[src/rtl/ex_stage.sv]
// Execute stage: combinational ALU, branch-target adder, destination select,
// and an iterative 32-step signed multiply/divide unit with HI/LO registers.
// Optional feature macro: EX_OVERFLOW_TRAP_EN (adds Ovf_Ex signed-overflow flag).
module ex_stage #(
    parameter int unsigned     WIDTH   = 32,
    parameter logic [WIDTH-1:0] DIV0_LO = 32'hFFFF_FFFF
) (
    input  logic             Clk,
    input  logic             Rst,
    input  logic             Valid_Ex,
    input  logic [3:0]       ALUCtl_Ex,
    input  logic             ALUSrc_Ex,
    input  logic             RegDst_Ex,
    input  logic [WIDTH-1:0] ADD1_Ex,
    input  logic [WIDTH-1:0] RData1_Ex,
    input  logic [WIDTH-1:0] RData2_Ex,
    input  logic [WIDTH-1:0] SingExtend_Ex,
    input  logic [4:0]       Ins20_16_Ex,
    input  logic [4:0]       Ins15_11_Ex,
    output logic [WIDTH-1:0] ALURes_Ex,
    output logic             Zero_Ex,
    output logic [WIDTH-1:0] BranchAddr_Ex,
    output logic [WIDTH-1:0] WriteData_Ex,
    output logic [4:0]       WriteReg_Ex,
    output logic             Stall_Ex,
    output logic             Busy_Ex
`ifdef EX_OVERFLOW_TRAP_EN
    ,
    output logic             Ovf_Ex
`endif
);

    localparam int unsigned DW    = 2 * WIDTH;
    localparam int unsigned CNT_W = 5;
    localparam logic [CNT_W-1:0] LAST_STEP = 5'd31;

    localparam logic [3:0] OP_AND  = 4'b0000;
    localparam logic [3:0] OP_OR   = 4'b0001;
    localparam logic [3:0] OP_ADD  = 4'b0010;
    localparam logic [3:0] OP_XOR  = 4'b0011;
    localparam logic [3:0] OP_SLL  = 4'b0100;
    localparam logic [3:0] OP_SRL  = 4'b0101;
    localparam logic [3:0] OP_SUB  = 4'b0110;
    localparam logic [3:0] OP_SLT  = 4'b0111;
    localparam logic [3:0] OP_MULT = 4'b1000;
    localparam logic [3:0] OP_DIV  = 4'b1001;
    localparam logic [3:0] OP_MFHI = 4'b1010;
    localparam logic [3:0] OP_MFLO = 4'b1011;
    localparam logic [3:0] OP_NOR  = 4'b1100;

    typedef enum logic [1:0] {IDLE, BUSY, DONE} state_t;

    state_t            state, state_next;
    logic [WIDTH-1:0]  b_op, alu_res, hi, lo, opb, a_mag, b_mag;
    logic [4:0]        shamt;
    logic [DW-1:0]     acc, step_acc, mul_step, div_step, mul_res;
    logic [WIDTH:0]    mul_sum, rem_sh;
    logic [WIDTH-1:0]  rem_sub, quo, rem, fin_hi, fin_lo;
    logic              rem_ge;
    logic [CNT_W-1:0]  cnt;
    logic              is_div, neg_lo, neg_hi;
    logic              op_muldiv, op_div, div_zero;
    logic              load, div0_load;

    assign b_op          = ALUSrc_Ex ? SingExtend_Ex : RData2_Ex;
    assign shamt         = SingExtend_Ex[10:6];
    assign BranchAddr_Ex = ADD1_Ex + {SingExtend_Ex[WIDTH-3:0], 2'b00};
    assign WriteData_Ex  = RData2_Ex;
    assign WriteReg_Ex   = RegDst_Ex ? Ins15_11_Ex : Ins20_16_Ex;
    assign ALURes_Ex     = alu_res;
    assign Zero_Ex       = (alu_res == '0);
    assign Busy_Ex       = (state != IDLE);

    assign op_div    = (ALUCtl_Ex == OP_DIV);
    assign op_muldiv = Valid_Ex && ((ALUCtl_Ex == OP_MULT) || op_div);
    assign div_zero  = op_div && (RData2_Ex == '0);
    assign a_mag     = RData1_Ex[WIDTH-1] ? -RData1_Ex : RData1_Ex;
    assign b_mag     = RData2_Ex[WIDTH-1] ? -RData2_Ex : RData2_Ex;

    // ALU result select; MULT/DIV and unused codes return zero
    always_comb begin
        alu_res = '0;
        case (ALUCtl_Ex)
            OP_AND:  alu_res = RData1_Ex & b_op;
            OP_OR:   alu_res = RData1_Ex | b_op;
            OP_ADD:  alu_res = RData1_Ex + b_op;
            OP_XOR:  alu_res = RData1_Ex ^ b_op;
            OP_SUB:  alu_res = RData1_Ex - b_op;
            OP_SLT:  alu_res = WIDTH'($signed(RData1_Ex) < $signed(b_op));
            OP_NOR:  alu_res = ~(RData1_Ex | b_op);
            OP_SLL:  alu_res = b_op << shamt;
            OP_SRL:  alu_res = b_op >> shamt;
            OP_MFHI: alu_res = hi;
            OP_MFLO: alu_res = lo;
            default: alu_res = '0;
        endcase
    end

    // Multiply/divide FSM state register
    always_ff @(posedge Clk) begin
        if (Rst) state <= IDLE;
        else     state <= state_next;
    end

    // Next state and stall; divide-by-zero bypasses BUSY entirely
    always_comb begin
        state_next = state;
        Stall_Ex   = 1'b0;
        load       = 1'b0;
        div0_load  = 1'b0;
        case (state)
            IDLE: begin
                if (op_muldiv) begin
                    Stall_Ex = 1'b1;
                    if (div_zero) begin
                        div0_load  = 1'b1;
                        state_next = DONE;
                    end else begin
                        load       = 1'b1;
                        state_next = BUSY;
                    end
                end
            end
            BUSY: begin
                Stall_Ex = 1'b1;
                if (cnt == LAST_STEP) state_next = DONE;
            end
            DONE:    state_next = IDLE;
            default: state_next = IDLE;
        endcase
    end

    // One radix-2 step on magnitudes: shift-add multiply or restoring divide
    always_comb begin
        mul_sum  = {1'b0, acc[DW-1:WIDTH]} + (acc[0] ? {1'b0, opb} : '0);
        mul_step = {mul_sum, acc[WIDTH-1:1]};
        rem_sh   = {acc[DW-1:WIDTH], acc[WIDTH-1]};
        rem_ge   = (rem_sh >= {1'b0, opb});
        rem_sub  = rem_sh[WIDTH-1:0] - opb;
        div_step = rem_ge ? {rem_sub, acc[WIDTH-2:0], 1'b1}
                          : {rem_sh[WIDTH-1:0], acc[WIDTH-2:0], 1'b0};
        step_acc = is_div ? div_step : mul_step;
    end

    // Sign correction of the final step into HI/LO form
    always_comb begin
        mul_res = neg_lo ? -step_acc : step_acc;
        quo     = step_acc[WIDTH-1:0];
        rem     = step_acc[DW-1:WIDTH];
        fin_lo  = is_div ? (neg_lo ? -quo : quo) : mul_res[WIDTH-1:0];
        fin_hi  = is_div ? (neg_hi ? -rem : rem) : mul_res[DW-1:WIDTH];
    end

    // Operand latch, iteration and HI/LO update
    always_ff @(posedge Clk) begin
        if (Rst) begin
            acc    <= '0;
            opb    <= '0;
            cnt    <= '0;
            is_div <= 1'b0;
            neg_lo <= 1'b0;
            neg_hi <= 1'b0;
            hi     <= '0;
            lo     <= '0;
        end else begin
            if (load) begin
                acc    <= {{WIDTH{1'b0}}, (op_div ? a_mag : b_mag)};
                opb    <= op_div ? b_mag : a_mag;
                cnt    <= '0;
                is_div <= op_div;
                neg_lo <= RData1_Ex[WIDTH-1] ^ RData2_Ex[WIDTH-1];
                neg_hi <= RData1_Ex[WIDTH-1];
            end else if (state == BUSY) begin
                acc <= step_acc;
                cnt <= cnt + CNT_W'(1);
                if (cnt == LAST_STEP) begin
                    hi <= fin_hi;
                    lo <= fin_lo;
                end
            end
            if (div0_load) begin
                hi <= RData1_Ex;
                lo <= DIV0_LO;
            end
        end
    end

`ifdef EX_OVERFLOW_TRAP_EN
    logic [WIDTH-1:0] sum_add, sum_sub;
    logic             add_ovf, sub_ovf, div_ovf;

    assign sum_add = RData1_Ex + b_op;
    assign sum_sub = RData1_Ex - b_op;
    assign add_ovf = (RData1_Ex[WIDTH-1] == b_op[WIDTH-1]) && (sum_add[WIDTH-1] != RData1_Ex[WIDTH-1]);
    assign sub_ovf = (RData1_Ex[WIDTH-1] != b_op[WIDTH-1]) && (sum_sub[WIDTH-1] != RData1_Ex[WIDTH-1]);

    // Remember a most-negative / -1 divide so the flag can pulse in DONE
    always_ff @(posedge Clk) begin
        if (Rst) begin
            div_ovf <= 1'b0;
        end else if (load || div0_load) begin
            div_ovf <= load && op_div && (RData1_Ex == {1'b1, {(WIDTH-1){1'b0}}})
                       && (RData2_Ex == '1);
        end
    end

    assign Ovf_Ex = (Valid_Ex && (((ALUCtl_Ex == OP_ADD) && add_ovf) ||
                                  ((ALUCtl_Ex == OP_SUB) && sub_ovf)))
                    || ((state == DONE) && div_ovf);
`else
    // Without the trap, most-negative / -1 wraps through the normal sign correction.
`endif

endmodule

[config.mk]
export PLATFORM = sky130hd
export DESIGN_NAME = ex_stage
export DESIGN_NICKNAME = d
export VERILOG_FILES = /design/src/rtl/ex_stage.sv
export SDC_FILE = /design/constraint.sdc
export NUM_CORES = 1
export LEC_CHECK = 0
export ABC_CLOCK_PERIOD_IN_PS = 7900
export CORE_ASPECT_RATIO = 1.2
export CORE_MARGIN = 1.5
export CORE_UTILIZATION = 40
export CTS_CLUSTER_DIAMETER = 60
export DETAILED_ROUTE_END_ITERATION = 12
export PLACE_DENSITY = 0.58
export SYNTH_ARGS = -nofsm -noshare
export SYNTH_HDL_FRONTEND = slang
export SYNTH_SLANG_ARGS = --single-unit
[constraint.sdc]
create_clock -name Clk -period 7.9 [get_ports Clk]
set_input_delay 0.79 -clock Clk [delete_from_list [all_inputs] [get_ports Clk]]
set_output_delay 0.79 -clock Clk [all_outputs]
set_load 0.01 [all_outputs]
======== Word-level counts from Yosys, hierarchy flattened ========
Cells that the tools add are included.
storage, ports and cells
  flip-flop bits (word level) ............. 170
  input bits .............................. 147
operators by class
  add/sub/neg operators ................... 11
  magnitude comparators ................... 2
  eq/ne operators ......................... 17
  shifts and indexed selects .............. 2
  muxes and demuxes ....................... 37
  bitwise gates (word level) .............. 5
  reductions and logical operators ........ 14
operators by type and width
  kind                                                 count
  two-way mux 32 bit                                   20
  case mux 32 bit (11 select lines)                    1
  two-way mux 64 bit                                   3
  negator 32 bit                                       4
  adder 32 bit                                         2
  zero test 32 bit                                     2
  negator 64 bit                                       1
  subtractor 32 bit                                    2
  adder 32 x 32 -> 33 bit                              1
  >= comparator 33 x 32 -> 1 bit                       1
  AND 32 bit                                           1
  < comparator 32 bit                                  1
  inverter 32 bit                                      1
  bitwise OR 32 bit                                    1
  left shift 32 x 5 -> 32 bit                          1
  right shift 32 x 5 -> 32 bit                         1
  bitwise XOR 32 bit                                   1
  equality test 4 bit, second input constant           5
  equality test 4 x 3 -> 1 bit, second input constant  4
  equality test 4 x 2 -> 1 bit, second input constant  2
  nonzero test 2 bit                                   4
  two-way mux 1 bit                                    7
  two-way mux 2 bit                                    3
  adder 5 x 1 -> 5 bit, second input constant          1
  16 further kinds                                     18

======== Longest topological paths before layout ========
Gate-level depths: netlist (run 1).
  depth after elaboration ................. 10
  depth in mapped cells ................... 22

======== Worst setup path after synthesis (run 1) ========
Ideal clock, no wire load.
  path kind ............................... in2out
  from .................................... input ALUSrc_Ex
  to ...................................... output Zero_Ex
  data arrival time ....................... 6.296 ns
  data required time ...................... 7.110 ns
  setup slack ............................. 0.814 ns
  cell stages on the path ................. 22
  path through ............................ buf_6 -> buf_6 -> buf_2 -> buf_1 -> buf_1 -> clkbuf_1 -> mux2i_1 -> ha_1 -> clkbuf_1 -> or3_1 -> nor2_1 -> a21oi_1 -> a21o_1 -> o2111ai_1 -> a21oi_1 -> a221o_1 -> o21ai_0 -> or4b_2 -> nor4_1 -> nand3b_1 -> or4_1 -> nor3_2
between the ends
  word-level cells in the longest chain between the ends .. 5
  elaborated cells on any way between the ends .. 12
  classes of those cells .................. add/sub (2); order compare (1); shift (2); mux (2); bitwise (4); reduce/logical (1)
RTL lines
  what                                                       RTL line  text
  start, declared                                            12        input logic ALUSrc_Ex,
  two-way mux 32 bit *                                       65        assign b_op = ALUSrc_Ex ? SingExtend_Ex : RData2_Ex;
  branches (longest 2 deep; another with subtractor 32 bit)  n/a
  case mux 32 bit (11 select lines) *                        83        case (ALUCtl_Ex)
  zero test 32 bit *                                         71        assign Zero_Ex = (alu_res == '0);
  end, declared                                              21        output logic Zero_Ex,
Every way passes the cells marked *.

======== Worst setup path in the final report (run 1) ========
  from .................................... input SingExtend_Ex[5]
  to ...................................... output Zero_Ex
between the ends
  word-level cells in the longest chain between the ends .. 5
  elaborated cells on any way between the ends .. 12
  classes of those cells .................. add/sub (2); order compare (1); shift (2); mux (2); bitwise (4); reduce/logical (1)
RTL lines
  what                                                       RTL line  text
  start, declared                                            17        input logic [WIDTH-1:0] SingExtend_Ex,
  two-way mux 32 bit *                                       65
  branches (longest 2 deep; another with subtractor 32 bit)  n/a
  case mux 32 bit (11 select lines) *                        83
  zero test 32 bit *                                         71
Marked as above.

==> results.toml, run 1 <==
[outcome]
status = "finished, final reports clean"

[synthesis]
synth_seq_area_share = 0.124
synth_area_per_cell_sq_um = 7.22
synth_area_leader_cell = "dfxtp_1"
synthFlopType = "dfxtp_1"
yosysTopAreaCellShare = 0.124
syn_nets = 4134
ys_ff_latch = 170
yosys_warnings = 0
synth_edf_count = 0
synth-async-reset-ratio = 0
synth_cells = 3787
synthTopCellsByArea = "dfxtp_1, ha_1, a21oi_1"
synthDistinctLibCells = 111
syn_area_sq_mm = 0.0274

[layout]
layout_commonest_cell = "nand2_1"
layout.cells.most_common_list = "nand2_1, nor2_1, a21oi_1"
fillers = 7058
nets = 4236
ff_latch_area_sq_mm = 0.00341
drive_gt1_frac = 0.103
area_growth_pct = 14.3
multi_input_area_sq_mm = 0.0218

[floorplan]
die_w_um = 242
fp.dieArea_sq_mm = 0.0700
die_h_um = 289
ios = 251
row_count = 104
start_util = 0.406
core_sq_mm = 0.0674

[critical_path]
crit_path_max_fanout = 7
start_kind = "input port"
worst-setup-path-type = "in -> out"
crit_required_ns = 7.11
arrival_ns = 6.88
cp-end-kind = "output port"

[clocking]
cts_setup_buffers = 0
cts.sinks = 170
ctsHoldBuffers = 0
cts-root-buf = "clkbuf_16"
cts_tree = "done"
cts.clk_slew.worst_paths_ns = 0.07
clock_latency_ns = 0.46
clk_path_buf_depth = 2
cts.repair.resized = 0
cts_buffers = 17
cts.htree.levels = 4

[power]
p_sw_mw = 1.83
power_density_mw_per_mm2 = 130
comb_power_share = 0.556
peakVddDrop_v = 0.000119
p_sw_frac = 0.451
p_leak_nw = 12.3
p_seq_frac = 0.222
p_int_mw = 2.23
clockPowerShare = 0.222

[sta]
finClkSkew_ns = 0.0159
worst_slew_margin_rel = 0.0323
drv_slew = 0
fmax_mhz = 130
holdWs_ns = 0.470
setup_viol = 0
hold_violations = 0
period_minus_slack_ns = 7.67
tightestPinTransition_ns = 1.41
setup_ws_ns = 0.228
rsz0062_at_grt = "no"
setup-tns-final_ns = 0
period_share = 0.971

[grt]
grt_pass1_wl_mm = 197
grt_max_degree = 78
grt_pass1_vias = 28900
grt_overflow = 0
grt_antenna_before_repair = 3
grt_usage = 0.374

[route]
finalWirelength_mm = 137
ant_nets = 0
routedWlPerCell_um = 28.4
drt-initial-drc-count = 3369
via_per_inst = 6.48
drc = 0
firstDrtPassIters = 6
dr_total_vias = 31100

[hold_path]
hp-class = "reg -> reg"

[place]
numPortBuffers = 246
pre_cts_slack_ns = 0.522
finalWeightedCongestion = 1.12
hpwlAfterDp_mm = 110

[run]
max_cap_violations = 0
## critical path, stage by stage
cell and delay, ns:
clkdlybuf4s50_1 0.42, mux2i_1 1.09, ha_1 0.51, nor2b_1 0.19, o21ai_0 0.17, a21o_1 0.23, a31oi_1 0.19, o2111ai_1 0.39
a21oi_1 0.17, buf_4 0.18, a21oi_1 0.29, a21oi_1 0.21, a41o_1 0.31, nand3_1 0.08, or4bb_1 0.46, or4_1 0.53
nor3_2 0.12, clkdlybuf4s50_1 0.56
## state kept, by name, indices dropped and copies added (netlist names)
name	count
cnt	5
hi	32
state	2
is_div	1
acc	64
lo	32
neg_lo	1
opb	32
neg_hi	1
## stage by stage
step | total power, mW | utilization | instance area, sq um | cells
finish | 4.06 | 0.464 | 31300 | 4805
global route | 4.22 | 0.464 | 31300 | 4804
CTS | 4.00 | 0.464 | 31300 | 4803
detailed placement | 3.11 | 0.455 | 30600 | 4771
global placement | 3.11 | 0.455 | 30600 | 4771
floorplan | 2.25 | - | 27400 | 3787
## synthesized netlist by cell type (34+ instances only)
| cell | number |
|---|---|
| a31oi_1 | 51 |
| nor3_1 | 121 |
| nand2_1 | 398 |
| mux2i_1 | 124 |
| xnor2_1 | 113 |
| inv_1 | 185 |
| nor2_1 | 333 |
| a21oi_1 | 324 |
| buf_4 | 40 |
| nand2b_1 | 34 |
| clkbuf_1 | 198 |
| o211ai_1 | 82 |
| dfxtp_1 | 170 |
| xor2_1 | 70 |
| mux4_2 | 62 |
| ha_1 | 195 |
| nor4_1 | 39 |
| and2_1 | 44 |
| nand3_1 | 72 |
| a21o_1 | 57 |
| mux2_2 | 53 |
| a211oi_1 | 87 |
| nand4_1 | 40 |
| a221oi_1 | 46 |
| o21ai_0 | 203 |
| nor2b_1 | 35 |
| a22oi_1 | 42 |
## power groups by stage
stage,Sequential [mW],Clock (mW),Combinational [mW]
final,0.899,0.901,2.26
after global routing,0.901,0.939,2.38
after CTS,0.898,0.902,2.20
after detailed placement,0.918,0,2.19
after global placement,0.918,0,2.19
after floorplan,0.909,0,1.34
## path summary, 6_finish.rpt
check,startpoint,endpoint,slack [ns],depth (start not counted)
worst max register to register,opb[29]$_SDFFE_PP0P_,hi[18]$_SDFFE_PP0P_,1.52,20
worst max-delay path,SingExtend_Ex[5],Zero_Ex,0.23,18
worst min register to register,cnt[4]$_SDFFE_PP0P_,cnt[4]$_SDFFE_PP0P_,0.47,2
worst min-delay path,cnt[4]$_SDFFE_PP0P_,cnt[4]$_SDFFE_PP0P_,0.47,2
## kinds of logic after synthesis
| family | share of synthesized area |
|---|---|
| and+or+nand+nor | 0.221 |
| DFF | 0.124 |
| xor gates and xnor gates | 0.0586 |
| AOI/OAI and AO/OA | 0.303 |
| buffers and inverters | 0.0813 |
| adders and majority gates | 0.0928 |
| muxes | 0.118 |
## final cells by class
class / instances / area share
Antenna cell: 2 / 0.000160
Clock inverter: 13 / 0.00488
Timing Repair Buffer: 396 / 0.115
Clock buffer: 19 / 0.0145
Tap cell: 901 / 0.0361
Multi-Input combinational cell: 3116 / 0.698
Inverter: 188 / 0.0226
Sequential cell: 170 / 0.109
## routing by layer
layer | track usage | vias to the layer above | share of wire
met4 | 0.256 | 0 | 0.075
met3 | 0.0466 | 355 | 0.070
met1 | 0.437 | 14900 | 0.38
li1 | - | 14300 | -
met5 | 0 | - | 0
met2 | 0.644 | 1624 | 0.48
Power figures use the tool's default switching activity.
==> run 2, diff against run 1 <==
ABC_CLOCK_PERIOD_IN_PS = not set   (was 7900)
PLACE_DENSITY = not set   (was 0.58)
==> run 2 against run 1 <==
  * Critical path depth increased by 3
  * First-iteration DRC count up 13%
  * Hold slack lost 0.0011 ns
  * Via count up 0.84%
  * Die area stayed put
  * Power is 0.54% lower
  * Highest routed layer unchanged
==> results.toml, run 2 (synthesized netlist as in run 1, its figures left out) <==
[grt]
grt_use_met2 = 0.643
grt_max_degree = 69
grt_use_met3 = 0.0414
grt_overflow = 0
grt_antenna_before_repair = 4
met1_usage = 0.438
grt.busiest_layer = "met2"
grt_usage = 0.374
grt_pass1_vias = 29500
grt_pass1_wl_mm = 198

[clocking]
cts.htree.levels = 4
cts.sinks = 170
clk_path_buf_depth = 2
cts_tree = "done"
cts_buffers = 17
clock_latency_ns = 0.47
cts.clk_slew.worst_paths_ns = 0.08
ctsHoldBuffers = 0
cts-root-buf = "clkbuf_16"

[sta]
setup_ws_ns = 0.285
period_minus_slack_ns = 7.62
setup-tns-final_ns = 0
finClkSkew_ns = 0.0204
tightestPinTransition_ns = 1.22
period_share = 0.964
fmax_mhz = 131
drv_slew = 0
worst_slew_margin_rel = 0.178
holdWs_ns = 0.469
rsz0062_at_grt = "no"
hold_violations = 0
setup_viol = 0

[critical_path]
crit_buf_inv = 5
regToRegEndpoint = "hi[18]$_SDFFE_PP0P_"
slowest_stage = "o41ai_1"
rr_worst_depth = 20
crit_required_ns = 7.11
arrival_ns = 6.83
crit_family = "compound AO/OA/AOI/OAI gates"
ff2ff_setup_slack_ns = 1.46
cp-end-kind = "output port"
crit_path_max_fanout = 3
start_kind = "input port"
worst-setup-path-type = "in -> out"
critical_path.cell_chain = "clkdlybuf4s50_1, mux2i_1, buf_4, inv_1, ha_1, fa_1, o21bai_1, a21oi_1, o21ai_0, a31oi_1, o41ai_1, o221ai_1, a211o_1, nor4_1, nand4b_1, nor4_1, buf_4, nand3b_1, or4_1, nor3_2, clkdlybuf4s50_1"
r2r-start = "opb[20]$_SDFFE_PP0P_"
max_stage_delay_ns = 0.58

[place]
pre_cts_slack_ns = 0.483
finalWeightedCongestion = 1.08
numPortBuffers = 246
hpwlAfterDp_mm = 110

[hold_path]
hold_end = "cnt[4]$_SDFFE_PP0P_"
min_path_cells = 2
hp-start = "cnt[4]$_SDFFE_PP0P_"
hp-class = "reg -> reg"

[layout]
layout_commonest_cell = "nand2_1"
largest_reg_flops = 64
area_growth_pct = 14.0
drive_gt1_frac = 0.101
layout.cells.most_common_list = "nand2_1, nor2_1, a21oi_1"
nets = 4227
regMostFlops = "acc"

[floorplan]
row_count = 104
die_h_um = 289
fp.dieArea_sq_mm = 0.0700
core_sq_mm = 0.0674
start_util = 0.406
die_w_um = 242
ios = 251

[route]
firstDrtPassIters = 8
drt-initial-drc-count = 3808
routedWlPerCell_um = 28.4
via_per_inst = 6.55
dr_total_vias = 31400
ant_nets = 0
drc = 0
finalWirelength_mm = 136

[outcome]
status = "finished, final reports clean"

[power]
p_leak_nw = 12.2
peakVddDrop_v = 0.000162
power_density_mw_per_mm2 = 129

[run]
max_cap_violations = 0
==> run 2: cell types whose count changed in the layout (fill, tap and decap cells not counted), sizes merged <==
cell / before / now
clkbuf: 19 / 18
clkinv: 3 / 4
bufinv: 2 / 1
inv: 194 / 196
buf: 156 / 147
clkinvlp: 2 / 1
==> run 2: cell type report <==
type / instances / area (sq um)
diodes: 2 / 5.00
repair buffers: 387 / 3520
clock buffers: 18 / 439
fillers: 7082 / 36200
clock inverters: 14 / 149
inverters: 188 / 706
multi-input cells: 3116 / 21800
well taps: 901 / 1130
flip-flops and latches: 170 / 3410
==> run 2: worst max path at each step <==
stage | start | end | slack (ns) | cells after the start
after floorplan | ALUSrc_Ex | Zero_Ex | 0.81 | 22
after CTS | SingExtend_Ex[0] | Zero_Ex | 0.45 | 21
after detailed placement | SingExtend_Ex[0] | Zero_Ex | 0.48 | 21
after global placement | RData2_Ex[6] | Zero_Ex | 0.48 | 18
final | SingExtend_Ex[0] | Zero_Ex | 0.28 | 21
after global routing | SingExtend_Ex[0] | Zero_Ex | 0.12 | 21
==> run 2: repair_timing <==
item,in CTS,in global routing
buffers inserted,0,0
endpoints found under the setup margin,0,1
gates resized for setup,0,1
==> run 2: through the flow <==
step	utilization	area, sq um	instances	total power [mW]
4_1_cts	0.462	31200	4794	3.98
6_report	0.463	31200	4796	4.04
3_3_place_gp	0.454	30600	4762	3.10
3_5_place_dp	0.454	30600	4762	3.09
5_1_grt	0.462	31200	4795	4.19
2_1_floorplan	-	27400	3787	2.25
==> run 2: power by group <==
| part | internal, mW | switching [mW] | total (mW) |
|---|---|---|---|
| registers | 0.875 | 0.0239 | 0.898 |
| clock network | 0.457 | 0.436 | 0.894 |
| logic | 0.856 | 1.39 | 2.24 |
| total | 2.19 | 1.85 | 4.04 |
==> run 2: per-layer routing <==
layer  vias up  routed length (um)
met2      1718               64600
met5         -                   0
met1     15000               51100
met3       425                9510
met4         0               11100
li1      14300                   -
==> run 2: tightest hold or removal path, cell delays in order (launching register included) <==
cell and delay, ns:
dfxtp_1 0.32, nand2_1 0.05, a21oi_1 0.06
